**src/rtl/sync_request_arbiter.sv**
```systemverilog
// rtl/sync_request_arbiter.sv - round-robin arbiter for asynchronous request lines
// Requests are synchronized, edge-detected into a pending vector, and granted one at a time.

module bit_synchronizers #(
  parameter int WIDTH = 4
) (
  input  logic             clk_in,
  input  logic [WIDTH-1:0] d_in,
  output logic [WIDTH-1:0] q_out
);

  logic [WIDTH-1:0] meta_q;
  logic [WIDTH-1:0] sync_q;

  // Two-flop chain, deliberately unreset so the flops stay plain metastability filters.
  always_ff @(posedge clk_in) begin
    meta_q <= d_in;
    sync_q <= meta_q;
  end

  assign q_out = sync_q;

endmodule

module sync_request_arbiter #(
  parameter int WIDTH     = 4,
  parameter int IDX_WIDTH = 2
) (
  input  logic                 clk_in,
  input  logic                 rst_in,
  input  logic [WIDTH-1:0]     reqs_in,
  input  logic                 clear_overrun_in,
  input  logic                 grant_ready_in,
  output logic                 grant_valid_out,
  output logic [IDX_WIDTH-1:0] grant_index_out,
  output logic [WIDTH-1:0]     grant_onehot_out,
  output logic [WIDTH-1:0]     pending_out,
  output logic [WIDTH-1:0]     overrun_out
);

  typedef enum logic {
    IDLE  = 1'b0,
    GRANT = 1'b1
  } state_t;

  state_t               state_q, state_d;
  logic [WIDTH-1:0]     sync_bits;
  logic [WIDTH-1:0]     prev_q;
  logic [WIDTH-1:0]     pending_q, pending_d;
  logic [WIDTH-1:0]     overrun_q, overrun_d;
  logic [IDX_WIDTH-1:0] last_ptr_q, last_ptr_d;
  logic [IDX_WIDTH-1:0] winner_q, winner_d;
  logic [IDX_WIDTH-1:0] pick;
  logic [IDX_WIDTH-1:0] pick_hi, pick_lo;
  logic                 found_hi, found_lo;
  logic                 accept;
  logic [WIDTH-1:0]     event_bits;
  logic [WIDTH-1:0]     clear_bits;
  logic [WIDTH-1:0]     overrun_set;

  bit_synchronizers #(
    .WIDTH(WIDTH)
  ) u_sync (
    .clk_in (clk_in),
    .d_in   (reqs_in),
    .q_out  (sync_bits)
  );

  assign event_bits = sync_bits & ~prev_q;

  // Round-robin: first pending line above last_ptr, otherwise wrap to the lowest pending line.
  always_comb begin
    found_hi = 1'b0;
    found_lo = 1'b0;
    pick_hi  = '0;
    pick_lo  = '0;
    for (int i = 0; i < WIDTH; i++) begin
      if (pending_q[i] && !found_lo) begin
        found_lo = 1'b1;
        pick_lo  = IDX_WIDTH'(i);
      end
      if (pending_q[i] && (i > int'(last_ptr_q)) && !found_hi) begin
        found_hi = 1'b1;
        pick_hi  = IDX_WIDTH'(i);
      end
    end
    pick = found_hi ? pick_hi : pick_lo;
  end

  always_comb begin
    state_d    = state_q;
    winner_d   = winner_q;
    last_ptr_d = last_ptr_q;
    accept     = 1'b0;
    case (state_q)
      IDLE: begin
        if (|pending_q) begin
          winner_d = pick;
          state_d  = GRANT;
        end
      end
      GRANT: begin
        if (grant_ready_in) begin
          accept     = 1'b1;
          last_ptr_d = winner_q;
          state_d    = IDLE;
        end
      end
      default: state_d = IDLE;
    endcase
  end

  // A fresh event on the line being cleared re-arms it instead of counting as lost.
  always_comb begin
    clear_bits  = accept ? (WIDTH'(1) << winner_q) : '0;
    overrun_set = event_bits & pending_q & ~clear_bits;
    pending_d   = event_bits | (pending_q & ~clear_bits);
    overrun_d   = (clear_overrun_in ? '0 : overrun_q) | overrun_set;
  end

  always_ff @(posedge clk_in) begin
    if (rst_in) begin
      state_q    <= IDLE;
      prev_q     <= '1;
      pending_q  <= '0;
      overrun_q  <= '0;
      last_ptr_q <= IDX_WIDTH'(WIDTH - 1);
      winner_q   <= '0;
    end else begin
      state_q    <= state_d;
      prev_q     <= sync_bits;
      pending_q  <= pending_d;
      overrun_q  <= overrun_d;
      last_ptr_q <= last_ptr_d;
      winner_q   <= winner_d;
    end
  end

  assign grant_valid_out  = (state_q == GRANT);
  assign grant_index_out  = winner_q;
  assign grant_onehot_out = grant_valid_out ? (WIDTH'(1) << winner_q) : '0;
  assign pending_out      = pending_q;
  assign overrun_out      = overrun_q;

endmodule

```
**config.mk**
```make
export PLATFORM = sky130hd
export DESIGN_NAME = sync_request_arbiter
export DESIGN_NICKNAME = d
export VERILOG_FILES = /design/src/rtl/sync_request_arbiter.sv
export SDC_FILE = /design/constraint.sdc
export NUM_CORES = 1
export LEC_CHECK = 0
export ABC_AREA = 1
export CAP_MARGIN = 5
export CORE_MARGIN = 2
export CORE_UTILIZATION = 49
export CTS_CLUSTER_SIZE = 30
export DETAILED_ROUTE_END_ITERATION = 8
export GPL_TIMING_DRIVEN = 0
export HOLD_SLACK_MARGIN = 0.03
export PLACE_DENSITY = 0.87
export REMOVE_ABC_BUFFERS = 1
export SLEW_MARGIN = 30
export SYNTH_ARGS = -nofsm -noshare
export SYNTH_HDL_FRONTEND = slang
export SYNTH_HIERARCHICAL = 1
export SYNTH_SLANG_ARGS = --single-unit
export TNS_END_PERCENT = 5
```
**constraint.sdc**
```tcl
create_clock -name clk_in -period 1.7 [get_ports clk_in]
set_input_delay 0.51 -clock clk_in [delete_from_list [all_inputs] [get_ports clk_in]]
set_output_delay 0.51 -clock clk_in [all_outputs]
set_load 0.005 [all_outputs]
```
==> qor.yml, run 1 <==
cells_and_area:
  nets: 141
  layout_common_cells: "23 x nand2_1, 14 x dfxtp_1, 11 x a21oi_1"
  final_common_cell: "nand2_1"
  area_growth_pct: 32.82
  layout-drive-gt1-share_pct: 28.03
  antennaDiodeCount: 0
setup_path:
  cp_max_fo: 2
  slowest_delay_ns: 0.49
  cp_slowest_cell: "clkdlybuf4s50_1"
  critical_path_required_ns: 1.19
  arrival_ns: 1.16
  worstPathBufferInverterCount: 1
  worstSetupEndpointType: "primary output"
  cp-start-kind: "flop"
  critPathKind: "reg2out"
  worst-path-stages: 1
  crit_chain: "clkdlybuf4s50_1"
  critPathTopFamily: "buffers and inverters"
  ff2ff_path_depth: 5
sta:
  hold_violations: 0
  finalSetupTns_ns: 0
  finalMaxSlewViolations: 0
  post-route-min-period_ns: 1.674
  setup_viol: 0
  finClkSkew_ns: 0.0004985
  fin_crit_sh_pct: 98.48
  rsz0062_at_grt: "yes"
  fmax_ghz: 0.5973
  relSlewSlack_pct: 65.17
  tightest_slew_ns: 0.5208
  fin_hold_ws_ns: 0.3427
grt:
  grt_pass1_wl_mm: 2.794
  grt_pass1_vias: 671
  globalRouteTotalUtil_pct: 18.81
  gr-total-overflow: 0
  antenna_found_initial: 0
  grt_max_degree: 17
synthesis:
  synth_cell_types: 19
  synth_warnings: 6
  synth-async-reset-ratio_pct: 0
  syn_area_sq_um: 895.9
  ys_ff_latch: 25
  synth_edf_count: 0
  synthFlopType: "dfxtp_1"
  synthCells: 105
  syn_avg_cell_area_sq_um: 8.532
  ys_seq_area_share_pct: 55.87
place:
  gp_congestion: 0.8192
  place_hpwl_mm: 1.183
  io_buffers: 22
clock_tree:
  cts_buffer_depth: 2
  path_clk_slew_ns: 0.13
  cts_root_buf: "clkbuf_4"
  ctsHoldBuffers: 0
  cts_tree: "yes"
  cts_buffers: 3
  clkLatencyLatePin_ns: 0.32
  clock_sinks: 25
  cts_htree_levels: 1
hold_path:
  hold-path-cell-count: 0
  hp-class: "reg2reg"
power_and_ir_drop:
  vdd_drop_max_mv: 0.6674
  power_density_nw_per_um2: 889.8
  power_leakage_nw: 0.5689
floorplan:
  die_width_um: 46.76
  start_util_pct: 51.88
  ios: 23
  core_sq_um: 1727
  fp-row-count: 15
  die_h_um: 46.76
  die-area_sq_um: 2187
route:
  wirelength_mm: 1.713
  vias: 766
  wl_per_cell_um: 10.91
  drt.antenna.violating_nets: 0
  via_per_inst: 4.879
  drc_errors: 0
  drt_iter0_markers: 9
  drt_pre_antenna_iters: 4
run_status:
  status: "complete, no violations"
job:
  max-cap-violations: 0
==> layer usage <==
layer	up-vias	wire length [um]	GRT usage [%]
met3	5	100	3.462
li1	396	-	-
met2	22	830	32.88
met4	0	43	11.67
met5	-	0	0
met1	343	739	20.96
==> synthesized netlist by cell type (2+ instances only) <==
| cell type | number | share of area [%] |
|---|---|---|
| nand2_2 | 3 | 2.1 |
| a21oi_1 | 11 | 6.1 |
| nor2_4 | 2 | 2.5 |
| o21ai_0 | 2 | 1.1 |
| nand2_1 | 23 | 9.6 |
| inv_2 | 4 | 1.7 |
| dfxtp_1 | 25 | 56 |
| inv_1 | 10 | 4.2 |
| nand4_1 | 4 | 2.8 |
| nand3_1 | 6 | 3.4 |
| or2_2 | 4 | 2.8 |
| nor3_1 | 4 | 2.2 |
==> stage by stage <==
stage               cells  instance area (sq um)  setup WS [ns]  total power, mW  utilization (%)
CTS                   156                   1189       0.001920            1.061            68.84
detailed placement    151                   1142       -0.06350           0.8151            66.16
floorplan             104                  890.9         0.4791           0.7392                -
global placement      151                   1142       -0.03659           0.8092            66.16
finish                157                   1190        0.02588            1.059            68.91
global route          157                   1190       -0.01327            1.106            68.91
==> timing repair <==
action,in CTS,in global routing
endpoints found under the setup margin,12,8
setup buffers,1,1
resized for setup,26,12
==> flip-flops by register name, summed over array words and instances (netlist names) <==
signal           count
grant_valid_out      1
last_ptr_q           2
grant_index_out      2
pending_out          4
u_sync/q_out         4
prev_q               4
u_sync/meta_q        4
overrun_out          4
==> cell type report <==
| class | count | area [sq um] |
|---|---|---|
| tap | 25 | 31.28 |
| multi-input combinational | 65 | 337.8 |
| fill | 145 | 536.8 |
| clock inverter | 1 | 5.005 |
| clock buffer | 3 | 22.52 |
| sequential | 25 | 529.3 |
| inverter | 14 | 52.55 |
| timing repair buffer | 24 | 211.5 |
==> final timing paths <==
path	from	endpoint	slack, ns
hold / removal	u_sync/meta_q[2]	u_sync/q_out[2]	0.34
setup reg to reg	pending_out[1]	grant_index_out[0]	0.69
setup / recovery	overrun_out[1]	overrun_out[1]	0.03
hold reg to reg	u_sync/meta_q[2]	u_sync/q_out[2]	0.34
==> power breakdown <==
group / internal, mW / switching, mW / leakage (nW)
registers: 0.619 / 0.0282 / 0.214
logic: 0.0707 / 0.0781 / 0.337
clock network: 0.0884 / 0.174 / 0.0177
==> kinds of logic after synthesis <==
| family | Yosys count | synth area share, % |
|---|---|---|
| AOI/OAI and AO/OA | 15 | 9.078 |
| buffers and inverters | 15 | 6.424 |
| DFF | 25 | 55.87 |
| and+or+nand+nor | 50 | 28.63 |
Note: power is estimated with default switching activity, not from simulation.
==> run 2, diff against run 1 <==
--- a/config.mk
+++ b/config.mk
@@ -8,13 +8,14 @@
 export ABC_AREA = 1
 export CAP_MARGIN = 5
 export CORE_MARGIN = 2
-export CORE_UTILIZATION = 49
+export CORE_UTILIZATION = 43
 export CTS_CLUSTER_SIZE = 30
 export DETAILED_ROUTE_END_ITERATION = 8
 export GPL_TIMING_DRIVEN = 0
 export HOLD_SLACK_MARGIN = 0.03
-export PLACE_DENSITY = 0.87
+export PLACE_DENSITY = 0.79
 export REMOVE_ABC_BUFFERS = 1
+export SKIP_LAST_GASP = 1
 export SLEW_MARGIN = 30
 export SYNTH_ARGS = -nofsm -noshare
 export SYNTH_HDL_FRONTEND = slang
==> qor.yml, run 2 (synthesis results as in run 1) <==
place:
  io_buffers: 22  # unchanged
  dpl_cell_area_sq_um: 1145  # was 1142 sq um
  place_hpwl_mm: 1.286  # was 1.183 mm
  gp_congestion: 0.8150  # was 0.8192
  dp_cells: 153  # was 151
route:
  drt.antenna.violating_nets: 0  # unchanged
  via_per_inst: 4.856  # was 4.879
  wirelength_mm: 1.831  # was 1.713 mm
  wl_per_cell_um: 11.44  # was 10.91 um
  drt_iter0_markers: 17  # was 9
  drt_pre_antenna_iters: 4  # unchanged
  vias: 777  # was 766
  drc_errors: 0  # unchanged
clock_tree:
  clock_sinks: 25  # unchanged
  cts_buffers: 3  # unchanged
  path_clk_slew_ns: 0.14  # was 0.13 ns
  cts_root_buf: "clkbuf_4"  # unchanged
  cts_tree: "yes"  # unchanged
  clkLatencyLatePin_ns: 0.32  # about the same
  cts_htree_levels: 1  # unchanged
  cts_buffer_depth: 2  # unchanged
grt:
  globalRouteTotalUtil_pct: 15.82  # was 18.81%
  antenna_found_initial: 0  # unchanged
  grt_pass1_vias: 668  # was 671
  grt_max_degree: 17  # unchanged
  gr-total-overflow: 0  # unchanged
  grt_pass1_wl_mm: 2.987  # was 2.794 mm
cells_and_area:
  layout_common_cells: "23 x nand2_1, 22 x dfxtp_1, 19 x clkdlybuf4s50_1"  # was 23 x nand2_1, 14 x dfxtp_1, 11 x a21oi_1
  final_area_sq_um: 1212  # was 1190 sq um
  layout-drive-gt1-share_pct: 20.30  # was 28.03%
  area_growth_pct: 35.33  # was 32.82%
  nets: 142  # was 141
  final_cells: 160  # was 157
  final_common_cell: "nand2_1"  # unchanged
  antennaDiodeCount: 0  # unchanged
sta:
  fin_crit_sh_pct: 115.0  # was 98.48%
  relSlewSlack_pct: 61.73  # was 65.17%
  tightest_slew_ns: 0.5723  # was 0.5208 ns
  layout_setup_ws_ns: -0.2546  # was 0.02588 ns
  hold_violations: 0  # unchanged
  finClkSkew_ns: 0.001367  # was 0.0004985 ns
  post-route-min-period_ns: 1.955  # was 1.674 ns
  rsz0062_at_grt: "yes"  # unchanged
  finalMaxSlewViolations: 0  # unchanged
  fmax_ghz: 0.5116  # was 0.5973 GHz
  setup_viol: 9  # was 0
  fin_hold_ws_ns: 0.3445  # was 0.3427 ns
setup_path:
  arrival_ns: 1.44  # was 1.16 ns
  critPathLaunch: "grant_index_out[0]"  # was overrun_out[1]
  critPathKind: "reg2out"  # unchanged
  ff2ff_path_depth: 6  # was 5
  r2r_slack_ns: 0.62  # was 0.69 ns
  cp-start-kind: "flop"  # unchanged
  worstSetupEndpointType: "primary output"  # unchanged
  cp-endpoint: "grant_onehot_out[1]"  # was overrun_out[1]
  critical_path_required_ns: 1.19  # about the same
  rr_startpoint: "pending_out[1]"  # unchanged
  cp_max_fo: 6  # was 2
  r2r-end: "grant_index_out[1]"  # was grant_index_out[0]
power_and_ir_drop:
  vdd_drop_max_mv: 0.6933  # was 0.6674 mV
  power_mw: 1.097  # was 1.059 mW
  power_leakage_nw: 0.5259  # was 0.5689 nW
  power_density_nw_per_um2: 904.9  # was 889.8 nW/um^2
floorplan:
  start_util_pct: 45.66  # was 51.88%
  ios: 23  # unchanged
  die_h_um: 49.65  # was 46.76 um
  die-area_sq_um: 2465  # was 2187 sq um
  die_width_um: 49.65  # was 46.76 um
  fp-row-count: 16  # was 15
  core_sq_um: 1962  # was 1727 sq um
run_status:
  status: "finished, violations left"  # was complete, no violations
  violations: "setup timing"
hold_path:
  hp-class: "reg2reg"  # unchanged
job:
  max-cap-violations: 0  # unchanged
## run 2: area by class of cell
class,count,area (sq um)
clock buffers,3,22.52
clock inverters,1,8.758
fillers,185,749.5
inverters,14,52.55
multi-input cells,65,342.8
flip-flops and latches,25,509.2
well taps,27,33.78
repair buffers,25,242.7
## run 2: timing repair
item / 4_1_cts / 5_1_grt
endpoints found under the setup margin: 14 / 15
resized for setup: 7 / 2
hold buffers: 0 / 0
setup buffers: 3 / 0
## run 2: where the power goes
part           switching, mW  leakage (nW)  internal, mW  total (mW)
sequential            0.0270         0.209         0.621       0.648
combinational         0.0852         0.299        0.0873       0.173
clock                  0.181        0.0183        0.0957       0.277
total                  0.293         0.526         0.804        1.10
## run 2: layer usage
| metal | vias up | track usage, % | wire (um) |
|---|---|---|---|
| met4 | 0 | 3.704 | 0 |
| met1 | 353 | 18.93 | 777 |
| met3 | 0 | 6.061 | 104 |
| met5 | - | 0 | 0 |
| li1 | 396 | - | - |
| met2 | 28 | 26.67 | 949 |
## run 2: how the worst min path moves through the flow
stage	from	end	slack, ns	cells after the start
finish	u_sync/meta_q[1]	u_sync/q_out[1]	0.34	0
detailed placement	u_sync/meta_q[1]	u_sync/q_out[1]	0.32	0
global placement	u_sync/meta_q[1]	u_sync/q_out[1]	0.31	0
global route	u_sync/meta_q[1]	u_sync/q_out[1]	0.35	0
CTS	u_sync/meta_q[1]	u_sync/q_out[1]	0.35	0
floorplan	u_sync/meta_q[0]	u_sync/q_out[0]	0.31	0
## run 2: critical path: stages (launching register included)
cell             delay, ns
dfxtp_4               0.39
inv_2                 0.06
nor3_2                0.16
clkdlybuf4s50_1       0.52
## run 2: stage by stage
stage	utilization (%)	setup WS, ns	setup TNS [ns]
4_1_cts	61.42	-0.2709	-1.608
3_3_place_gp	58.35	-0.05776	-0.2158
5_1_grt	61.80	-0.3275	-2.066
3_5_place_dp	58.35	-0.06523	-0.3554
6_report	61.80	-0.2546	-1.164
2_1_floorplan	-	0.4791	0
